`src/rtl/skinny_round_ctrl.sv`:
```
// rtl/skinny_round_ctrl.sv - SKINNY-128-384+ round sequencer: owns state/key/tweak/counter registers,
// generates round constants and counts cycles until the block completes.
module skinny_round_ctrl #(
  parameter int numrnd   = 2,
  parameter int fullcnt  = 1,
  parameter int totalrnd = 40
) (
  input  logic                        clk,
  input  logic                        rst_n,
  input  logic                        start,
  input  logic [127:0]                key_in,
  input  logic [127:0]                tweak_in,
  input  logic [127:0]                state_in,
  input  logic [64+64*fullcnt-1:0]    cnt_in,
  output logic                        busy,
  output logic                        out_valid,
  input  logic                        out_ready,
  output logic [127:0]                state_out,
  output logic [127:0]                roundkey,
  output logic [127:0]                roundtweak,
  output logic [127:0]                roundstate,
  output logic [64+64*fullcnt-1:0]    roundcnt,
  output logic [6*numrnd-1:0]         constant,
  input  logic [127:0]                nextkey,
  input  logic [127:0]                nexttweak,
  input  logic [127:0]                nextstate,
  input  logic [64+64*fullcnt-1:0]    nextcnt
);

  localparam int CW   = 64 + 64 * fullcnt;
  localparam int NCYC = totalrnd / numrnd;
  localparam int IW   = $clog2(NCYC) + 1;
  localparam logic [IW-1:0] LAST_IDX = IW'(NCYC - 1);

  typedef enum logic [1:0] {IDLE, RUN, DONE} state_t;

  state_t          state_q, state_d;
  logic [127:0]    key_q, key_d;
  logic [127:0]    tweak_q, tweak_d;
  logic [127:0]    st_q, st_d;
  logic [CW-1:0]   cnt_q, cnt_d;
  logic [5:0]      rc_q, rc_d;
  logic [IW-1:0]   rndidx_q, rndidx_d;
  logic [6*numrnd-1:0] rc_chain;
  logic [5:0]      rc_walk;

  function automatic logic [5:0] lfsr_step(input logic [5:0] x);
    return {x[4:0], x[5] ^ x[4] ^ 1'b1};
  endfunction

  // Slice i is the LFSR advanced i+1 steps from the current rc.
  always_comb begin
    rc_chain = '0;
    rc_walk  = rc_q;
    for (int i = 0; i < numrnd; i++) begin
      rc_walk = lfsr_step(rc_walk);
      rc_chain[6*i +: 6] = rc_walk;
    end
  end

  always_comb begin
    state_d  = state_q;
    key_d    = key_q;
    tweak_d  = tweak_q;
    st_d     = st_q;
    cnt_d    = cnt_q;
    rc_d     = rc_q;
    rndidx_d = rndidx_q;
    case (state_q)
      IDLE: begin
        if (start) begin
          key_d    = key_in;
          tweak_d  = tweak_in;
          st_d     = state_in;
          cnt_d    = cnt_in;
          rc_d     = 6'h00;
          rndidx_d = '0;
          state_d  = RUN;
        end
      end
      RUN: begin
        key_d    = nextkey;
        tweak_d  = nexttweak;
        st_d     = nextstate;
        cnt_d    = nextcnt;
        rc_d     = rc_chain[6*numrnd-1 -: 6];
        rndidx_d = rndidx_q + IW'(1);
        if (rndidx_q == LAST_IDX) begin
          state_d = DONE;
        end
      end
      DONE: begin
        if (out_ready) begin
          state_d = IDLE;
        end
      end
      default: state_d = IDLE;
    endcase
  end

  always_ff @(posedge clk) begin
    if (!rst_n) begin
      state_q  <= IDLE;
      key_q    <= '0;
      tweak_q  <= '0;
      st_q     <= '0;
      cnt_q    <= '0;
      rc_q     <= '0;
      rndidx_q <= '0;
    end else begin
      state_q  <= state_d;
      key_q    <= key_d;
      tweak_q  <= tweak_d;
      st_q     <= st_d;
      cnt_q    <= cnt_d;
      rc_q     <= rc_d;
      rndidx_q <= rndidx_d;
    end
  end

  // Constants are only meaningful while rounds are being captured.
  assign constant   = (state_q == RUN) ? rc_chain : '0;
  assign busy       = (state_q != IDLE);
  assign out_valid  = (state_q == DONE);
  assign state_out  = st_q;
  assign roundkey   = key_q;
  assign roundtweak = tweak_q;
  assign roundstate = st_q;
  assign roundcnt   = cnt_q;

endmodule
```
`config.mk`:
```
export PLATFORM = sky130hd
export DESIGN_NAME = skinny_round_ctrl
export DESIGN_NICKNAME = d
export VERILOG_FILES = /design/src/rtl/skinny_round_ctrl.sv
export SDC_FILE = /design/constraint.sdc
export NUM_CORES = 1
export LEC_CHECK = 0
export CORE_AREA = 5 5 647 649
export CTS_BUF_LIST = sky130_fd_sc_hd__clkbuf_16
export CTS_CLUSTER_SIZE = 30
export DETAILED_ROUTE_END_ITERATION = 12
export DIE_AREA = 0 0 652 654
export PLACE_DENSITY = 0.3
export SYNTH_ARGS = -nofsm -noshare
export SYNTH_HDL_FRONTEND = slang
export SYNTH_SLANG_ARGS = --single-unit
```
`constraint.sdc`:
```
create_clock -name clk -period 1.55 [get_ports clk]
set_input_delay 0.31 -clock clk [delete_from_list [all_inputs] [get_ports clk]]
set_output_delay 0.31 -clock clk [all_outputs]
set_load 0.05 [all_outputs]
```
# --- Yosys cells after proc, flatten, opt, wreduce, memory -nomap -nowiden ---
# Index checks and enable logic that the tools add are counted.
totals:
  inputBits: 1028
  register_bits: 526
  output_inout_bits: 654
  word_cells: 39
classes:
  n_bitwise: 4
  mux: 16
  n_addsub: 1
  reduce_logical: 5
  n_eq_ne: 6
ops:
  columns: ["operator", "n"]
  rows:
  - ["one-hot mux 128 bit (2 select lines)", 4]
  - ["two-way mux 128 bit", 4]
  - ["one-hot mux 6 bit (2 select lines)", 2]
  - ["two-way mux 12 bit", 1]
  - ["adder 6 x 1 -> 6 bit (second input constant)", 1]
  - ["== test 6 x 5 -> 1 bit (second input constant)", 1]
  - ["two-way mux 2 bit", 3]
  - ["two-way mux 6 bit", 1]
  - ["one-hot mux 2 bit (3 select lines)", 1]
  - ["inequality test 2 bit (second input constant)", 2]
  - ["nonzero test 2 bit", 2]
  - ["AND reduction 3 bit", 1]
  - ["== test 2 x 1 -> 1 bit (second input constant)", 1]
  - ["== test 2 bit (second input constant)", 1]
  - ["logical NOT 2 bit", 1]
  - ["inequality test 2 x 1 -> 1 bit (second input constant)", 1]
  - ["NOT 1 bit", 2]
  - ["AND reduction 2 bit", 1]
  - ["XOR 1 bit", 2]

# --- Depth between registers and ports, before layout ---
# Gate-level depths: netlist (run 1).
depth:
  word_depth: 3
  mapped_depth: 6
  depth_no_buf: 4

# --- Worst setup path before layout (run 1) ---
# No wires, ideal clock.
synth_timing:
  kind: "register -> output"
  start: "register state_q[0]"
  end: "output port constant[11]"
  required_ns: 1.240
  arrival_ns: 1.708
  slack_ns: -0.468
  stages_incl_launch_ff: 7
  path_cell_list: "dfxtp_1 -> nor2b_1 -> buf_2 -> buf_4 -> buf_2 -> and2_1 -> buf_4"
synth_between:
  elab_chain_len: 2
synth_rtl:
  columns: ["item", "line_no", "rtl"]
  rows:
  - ["from (decl)", "37", "state_t state_q, state_d;"]
  - ["from (signal assigned)", "111", "state_q <= state_d;"]
  - ["== test 2 x 1 -> 1 bit", "122", "assign constant = (state_q == RUN) ? rc_chain : '0;"]
  - ["two-way mux 12 bit", "122", null]
  - ["to (decl)", "23", "output logic [6*numrnd-1:0] constant,"]
# Every way passes these cells.

# --- Final worst setup path (run 1) ---
layout_timing:
  start: "register state_q[0]"
  end: "output port constant[0]"
# The elaborated chain is that of the path after synthesis.

==> flow_summary.json, run 1 <==
{
  "htreeDepth": 3,
  "busiest_layer": "met2",
  "crit_type": "flip-flop to primary output",
  "cts_sinks": 526,
  "synth_cell_types": 33,
  "start_util_pct": 5.560,
  "die_y_um": 654,
  "p_sw_w": 0.02251,
  "met2_usage_pct": 23.94,
  "synth_area_sq_um": 22900,
  "cts_buffers": 82,
  "seqPwrFrac_pct": 28.5,
  "finalCritPeriodShare_pct": 143.2,
  "vias": 32480,
  "cts-root-buf": "clkbuf_16",
  "drv_slew": 0,
  "clk_path_buf_depth": 4,
  "synth_xor_area_share_pct": 0.07649,
  "rows": 236,
  "yosys_warnings": 0,
  "drive_gt1_share_pct": 29.98,
  "maxCapViolCount": 0,
  "portBuffers": 1681,
  "power_leakage_nw": 21.97,
  "rsz0062_at_grt": "yes",
  "nets": 6017,
  "wire_per_inst_um": 29.20,
  "worstPathRequired_ns": 1.24,
  "skew_ns": 0.04940,
  "synthArstFlopShare_pct": 0,
  "synth_edf_count": 0,
  "first_global_vias": 32820,
  "grt_overflow": 0,
  "multi_input_area_sq_um": 11510,
  "synth_fa_ha_area_share_pct": 0.05463,
  "cp.arrival_ns": 1.91,
  "fillers": 46620,
  "postLayoutCellArea_sq_um": 60600,
  "firstDrtPassIters": 5,
  "relSlewSlack_pct": 71.63,
  "cts_tree": "built",
  "p_sw_share_pct": 38.72,
  "power_density_nw_per_um2": 959.6,
  "setup_viol": 1179,
  "fmax_ghz": 0.4504,
  "synth.avg_cell_area_sq_um": 7.504,
  "post-place-ws_ns": -1.043,
  "gr-usage-all-layers_pct": 13.47,
  "dieArea_sq_um": 426400,
  "worst_path_max_delay_cell": "dfxtp_4",
  "syn_to_final_growth_pct": 164.6,
  "antenna_found_initial": 112,
  "p_int_w": 0.03563,
  "combPwrFrac_pct": 39.5,
  "hpwl_um": 258400,
  "regArea_sq_um": 10850,
  "min_path_type": "primary input to flip-flop",
  "synth-simple-area-share_pct": 9.309,
  "path_clk_slew_ns": 0.06,
  "path_buf_inv": 5,
  "grt_pass1_wl_um": 375000,
  "layout_setup_ws_ns": -0.6701,
  "placed_area_sq_um": 51690,
  "place_congestion": 0.8920,
  "cp_common_cell": "buf_12",
  "synth_seq_cells": 526,
  "critical_path.max_stage_delay_ns": 0.35,
  "synth_ff_type": "dfxtp_1",
  "synth-compound-area-share_pct": 34.04,
  "grt_util_met1_pct": 14.60,
  "start_kind": "flip-flop",
  "p_clk_share_pct": 32.1,
  "cp_max_fo": 3,
  "drtAntennaViolNets": 0,
  "end_kind": "primary output",
  "min_period_ns": 2.220,
  "vias_per_cell": 3.081,
  "cp_top_family": "buffers and inverters",
  "synth_cells": 3052,
  "fin_util_pct": 14.71,
  "io_pins": 1682,
  "path_cells": "buf_4 > nand2b_4 > buf_12 > buf_12 > nor2_4 > buf_12 > buf_12",
  "worst_pin_slew_ns": 0.4255,
  "yosysSeqAreaShare_pct": 45.98,
  "drt_iter0_markers": 2200,
  "muxShareOfSynthArea_pct": 0.1311,
  "coreArea_sq_um": 411900,
  "grt_util_met3_pct": 5.688,
  "synth_top_family_by_area": "compound AO/OA/AOI/OAI gates",
  "violations": "setup timing",
  "drt_wl_total_um": 307900,
  "insertion_delay_ns": 0.81,
  "status": "finished, violations left",
  "peakVddDrop_mv": 0.7885,
  "grt_max_degree": 56,
  "final-hold-violation-count": 0,
  "syn_nets": 4081,
  "die_x_um": 652,
  "totalPowerFinal_w": 0.05815,
  "drc": 0
}
power by group through the flow:
stage	Clock [W]	Sequential, W	Combinational [W]
finish	0.0186	0.0166	0.0229
CTS	0.0195	0.0166	0.0224
global route	0.0198	0.0167	0.0239
detailed placement	0	0.0168	0.0209
global placement	0	0.0168	0.0209
floorplan	0	0.0198	0.00447
sequential cells by signal, summed over array words and instances, names as in the netlist:
name / flops
roundtweak: 128
state_q: 2
roundcnt: 128
rndidx_q: 6
rc_q: 6
roundkey: 128
roundstate: 128
placed cells by master, fill, tap and decap left out, types with 3 or more instances in the layout:
cell and count:
a21oi_1 854, a21oi_2 97, a21oi_4 72, a22oi_1 5, and2_1 3, and2_4 5, buf_12 571, buf_16 33
buf_4 360, buf_6 54, buf_8 20, bufbuf_16 5, bufinv_16 6, clkbuf_16 106, clkdlybuf4s50_1 1026, clkinv_1 14
clkinv_2 13, clkinvlp_4 3, dfxtp_1 437, dfxtp_2 5, dfxtp_4 84, diode_2 24, dlygate4sd3_1 182, inv_1 19
mux2i_1 3, nand2_1 514, nand2b_1 3, nand3_1 3, nor2b_1 6, o21ai_0 343, o21ai_1 106, o21ai_2 57
o21ai_4 6
worst reg2reg max path: stages (launching register included):
cell      delay [ns]
dfxtp_4         0.35
buf_8           0.12
buf_4           0.12
buf_6           0.12
o21bai_4        0.19
buf_6           0.14
buf_16          0.22
buf_12          0.29
buf_12          0.18
a21oi_1         0.05
a21oi_1         0.16
worst paths after layout:
| path | startpoint | end | slack (ns) | cells past startpoint |
|---|---|---|---|---|
| setup / recovery | state_q[0] | constant[0] | -0.67 | 7 |
| hold / removal | nexttweak[9] | roundtweak[9] | 0.1 | 3 |
| setup reg to reg | state_q[0] | roundkey[119] | -0.43 | 10 |
| hold reg to reg | rndidx_q[4] | rndidx_q[4] | 0.51 | 2 |
area by class of cell:
cell class,instances,area share [%]
multi-input combinational,2103,19.00
clock inverter,59,0.7598
timing repair buffer,2274,47.49
tap,5474,11.30
antenna,24,0.09911
sequential,526,17.91
inverter,1,0.006194
clock buffer,83,3.428
cell usage after synthesis, types with 3 or more instances:
master | n | area [sq um]
a21oi_1 | 1023 | 5120
dfxtp_1 | 526 | 10530
nand2_1 | 516 | 1937
o21ai_0 | 438 | 2192
buf_4 | 170 | 1276
buf_2 | 121 | 605.6
clkbuf_1 | 98 | 367.9
o21ai_1 | 74 | 370.4
buf_1 | 32 | 120.1
and2_1 | 8 | 50.05
nor2b_1 | 8 | 50.05
a22oi_1 | 5 | 37.54
nand2b_1 | 4 | 25.02
mux2i_1 | 3 | 30.03
nand3_1 | 3 | 15.01
cell families after synthesis:
family / count (synthesis)
flip-flops: 526
AND/OR/NAND/NOR: 548
buffers and inverters: 423
adder cells (fa/ha/maj): 1
XOR/XNOR: 2
multiplexers: 3
AO/OA/AOI/OAI: 1549
timing repair:
| action | CTS | global route |
|---|---|---|
| cloned | 19 | 27 |
| pin swaps | 56 | 79 |
| gates resized for setup | 336 | 429 |
| endpoints found under the hold margin | 195 | 0 |
| hold buffers | 182 | 0 |
| setup endpoints to repair | 1179 | 1179 |
| buffers inserted | 63 | 37 |
metal layers:
layer | wire (um) | vias up | share of wire (%)
met5 | 184 | - | 0.060
li1 | - | 14420 | -
met1 | 112600 | 16060 | 37
met4 | 10350 | 30 | 3.4
met2 | 153100 | 1624 | 50
met3 | 31640 | 342 | 10
metrics by stage:
stage                     setup TNS, ns  hold slack (ns)  std cells
after floorplan                -0.09817           0.4441       3052
after global placement          -299.44           0.4710      10070
after detailed placement        -315.44           0.5052      10070
after CTS                       -320.49        0.0001894      10470
after global routing            -355.05          0.04022      10530
final                           -257.91          0.09961      10540
No activity file was read; power rests on OpenSTA's default activity.
==> run 2, diff against run 1 <==
Settings changed: CORE_AREA 5 5 647 649 to 2 2 655 657, DIE_AREA 0 0 652 654 to 0 0 657 659, SLEW_MARGIN set to 20.
Clock period 1.55 ns to 2.7 ns, I/O delays scaled along.
==> run 2 against run 1 <==
Effect of this change: the run now ends clean; worst hold slack gained 0.076 ns; combinational power decreased by 55%; non-clock buffer count shrank 434; register-to-register slack improved by 1.1 ns; cell count down 1.9%; worst setup slack improved by 0.77 ns; critical endpoint is now roundtweak[39]; largest power group is now the clock network.
==> flow_summary.json, run 2 (synthesis results as in run 1) <==
{
  "finalCritPeriodShare_pct": 96.34,
  "fmax_ghz": 0.3844,
  "drt_iter0_markers": 2377,
  "syn_to_final_growth_pct": 111.0,
  "drt_wl_total_um": 300100,
  "vias": 30910,
  "critical_path.max_stage_delay_ns": 0.91,
  "relSlewSlack_pct": 48.06,
  "grt_pass1_wl_um": 369400,
  "regArea_sq_um": 10540,
  "hpwl_um": 260900,
  "wire_per_inst_um": 29.02,
  "die_y_um": 659,
  "peakVddDrop_mv": 0.3972,
  "place_congestion": 0.9521,
  "end_kind": "primary output",
  "layout_common_cells": "clkdlybuf4s50_1 (1297), a21oi_1 (1023), dfxtp_1 (524), nand2_1 (516), o21ai_0 (438)",
  "min_path_type": "primary input to flip-flop",
  "setup_tns_ns": 0,
  "multi_input_area_sq_um": 10020,
  "final_common_cell": "clkdlybuf4s50_1",
  "gr-usage-all-layers_pct": 13.19,
  "power_leakage_nw": 17.12,
  "crit_type": "flip-flop to primary output",
  "worst_path_max_delay_cell": "clkdlybuf4s50_1",
  "final_cells": 10340,
  "cp_top_family": "buffers and inverters",
  "power_density_nw_per_um2": 629.1,
  "coreArea_sq_um": 425800,
  "io_pins": 1682,
  "firstDrtPassIters": 5,
  "antenna_found_initial": 134,
  "cts_tree": "built",
  "clk_path_buf_depth": 4,
  "setup_viol": 0,
  "start_kind": "flip-flop",
  "die_x_um": 657,
  "vias_per_cell": 2.989,
  "rsz0062_at_grt": "no",
  "worstHoldStart": "rst_n",
  "drive_gt1_share_pct": 11.40,
  "insertion_delay_ns": 0.82,
  "status": "completed",
  "fillers": 49540,
  "placedCellCount": 10160,
  "crit_start": "roundtweak[39]",
  "post-cts-setup-buffers": 0,
  "drc": 0,
  "skew_ns": 0.04539,
  "portBuffers": 1681,
  "drtAntennaViolNets": 0,
  "grt_max_degree": 88,
  "path_buf_inv": 1,
  "min_period_ns": 2.601,
  "grt_overflow": 0,
  "maxCapViolCount": 0,
  "r2r-start": "state_q[0]",
  "final-hold-violation-count": 0,
  "totalPowerFinal_w": 0.03040,
  "cts-root-buf": "clkbuf_16",
  "start_util_pct": 5.378,
  "worst_pin_slew_ns": 0.7823,
  "path_cells": "clkdlybuf4s50_1",
  "drv_slew": 0,
  "cts_buffers": 86,
  "cts_sinks": 526,
  "rows": 240,
  "path_clk_slew_ns": 0.05,
  "htreeDepth": 3,
  "cp_max_fo": 2,
  "first_global_vias": 30610,
  "cp.arrival_ns": 2.06,
  "nets": 5587,
  "dieArea_sq_um": 433000,
  "fin_util_pct": 11.35,
  "worstPathRequired_ns": 2.16
}
## run 2: changes by cell type in the layout (fill, tap and decap cells not counted), moves of 33 or more
cell             before   now
a21oi_4              72     0
a21oi_1             854  1023
o21ai_2              57     0
dfxtp_1             437   524
buf_16               33     0
dlygate4sd3_1       182     0
a21oi_2              97     0
dlygate4sd2_1         0   138
o21ai_0             343   438
clkdlybuf4s50_1    1026  1297
buf_6                54     1
buf_12              571    55
dfxtp_4              84     1
## run 2: stage by stage
stage	setup slack, ns	hold WS, ns	cell area (sq um)
after floorplan	0.4524	0.4583	22900
after global placement	0.1684	0.4733	45760
after detailed placement	0.2068	0.4886	45760
after CTS	0.00009903	0.09553	48250
after global routing	0.006513	0.1558	48290
final	0.09884	0.1758	48330
## run 2: cell type report
class,count,share of cell area [%]
flip-flops and latches,526,21.80
multi-input cells,2103,20.74
clock inverters,64,0.9605
well taps,5687,14.72
diodes,34,0.1760
clock buffers,87,4.505
repair buffers,1840,37.09
inverters,1,0.007767
## run 2: per-layer routing
metal | up-vias | wire length [um] | GRT usage [%]
met2 | 1622 | 142300 | 22.27
met3 | 375 | 31540 | 5.682
met1 | 15320 | 114500 | 14.81
met4 | 66 | 11360 | 4.401
li1 | 13540 | - | -
met5 | - | 438 | 0
## run 2: worst paths after layout
kind / end / slack (ns) / cells after the start
worst max register to register: roundstate[9] / 0.64 / 6
worst min-delay path: roundkey[94] / 0.18 / 4
worst min register to register: rndidx_q[5] / 0.49 / 2
worst max-delay path: roundtweak[39] / 0.1 / 1
## run 2: power breakdown
part	internal [W]	switching (W)
Combinational	0.00334	0.00682
Sequential	0.00847	0.000615
Clock	0.00639	0.00477
Total	0.0182	0.0122
## run 2: timing repair
item                                    CTS  global route
hold buffers                              0             0
endpoints found under the setup margin  154             1
resized for setup                       149             2
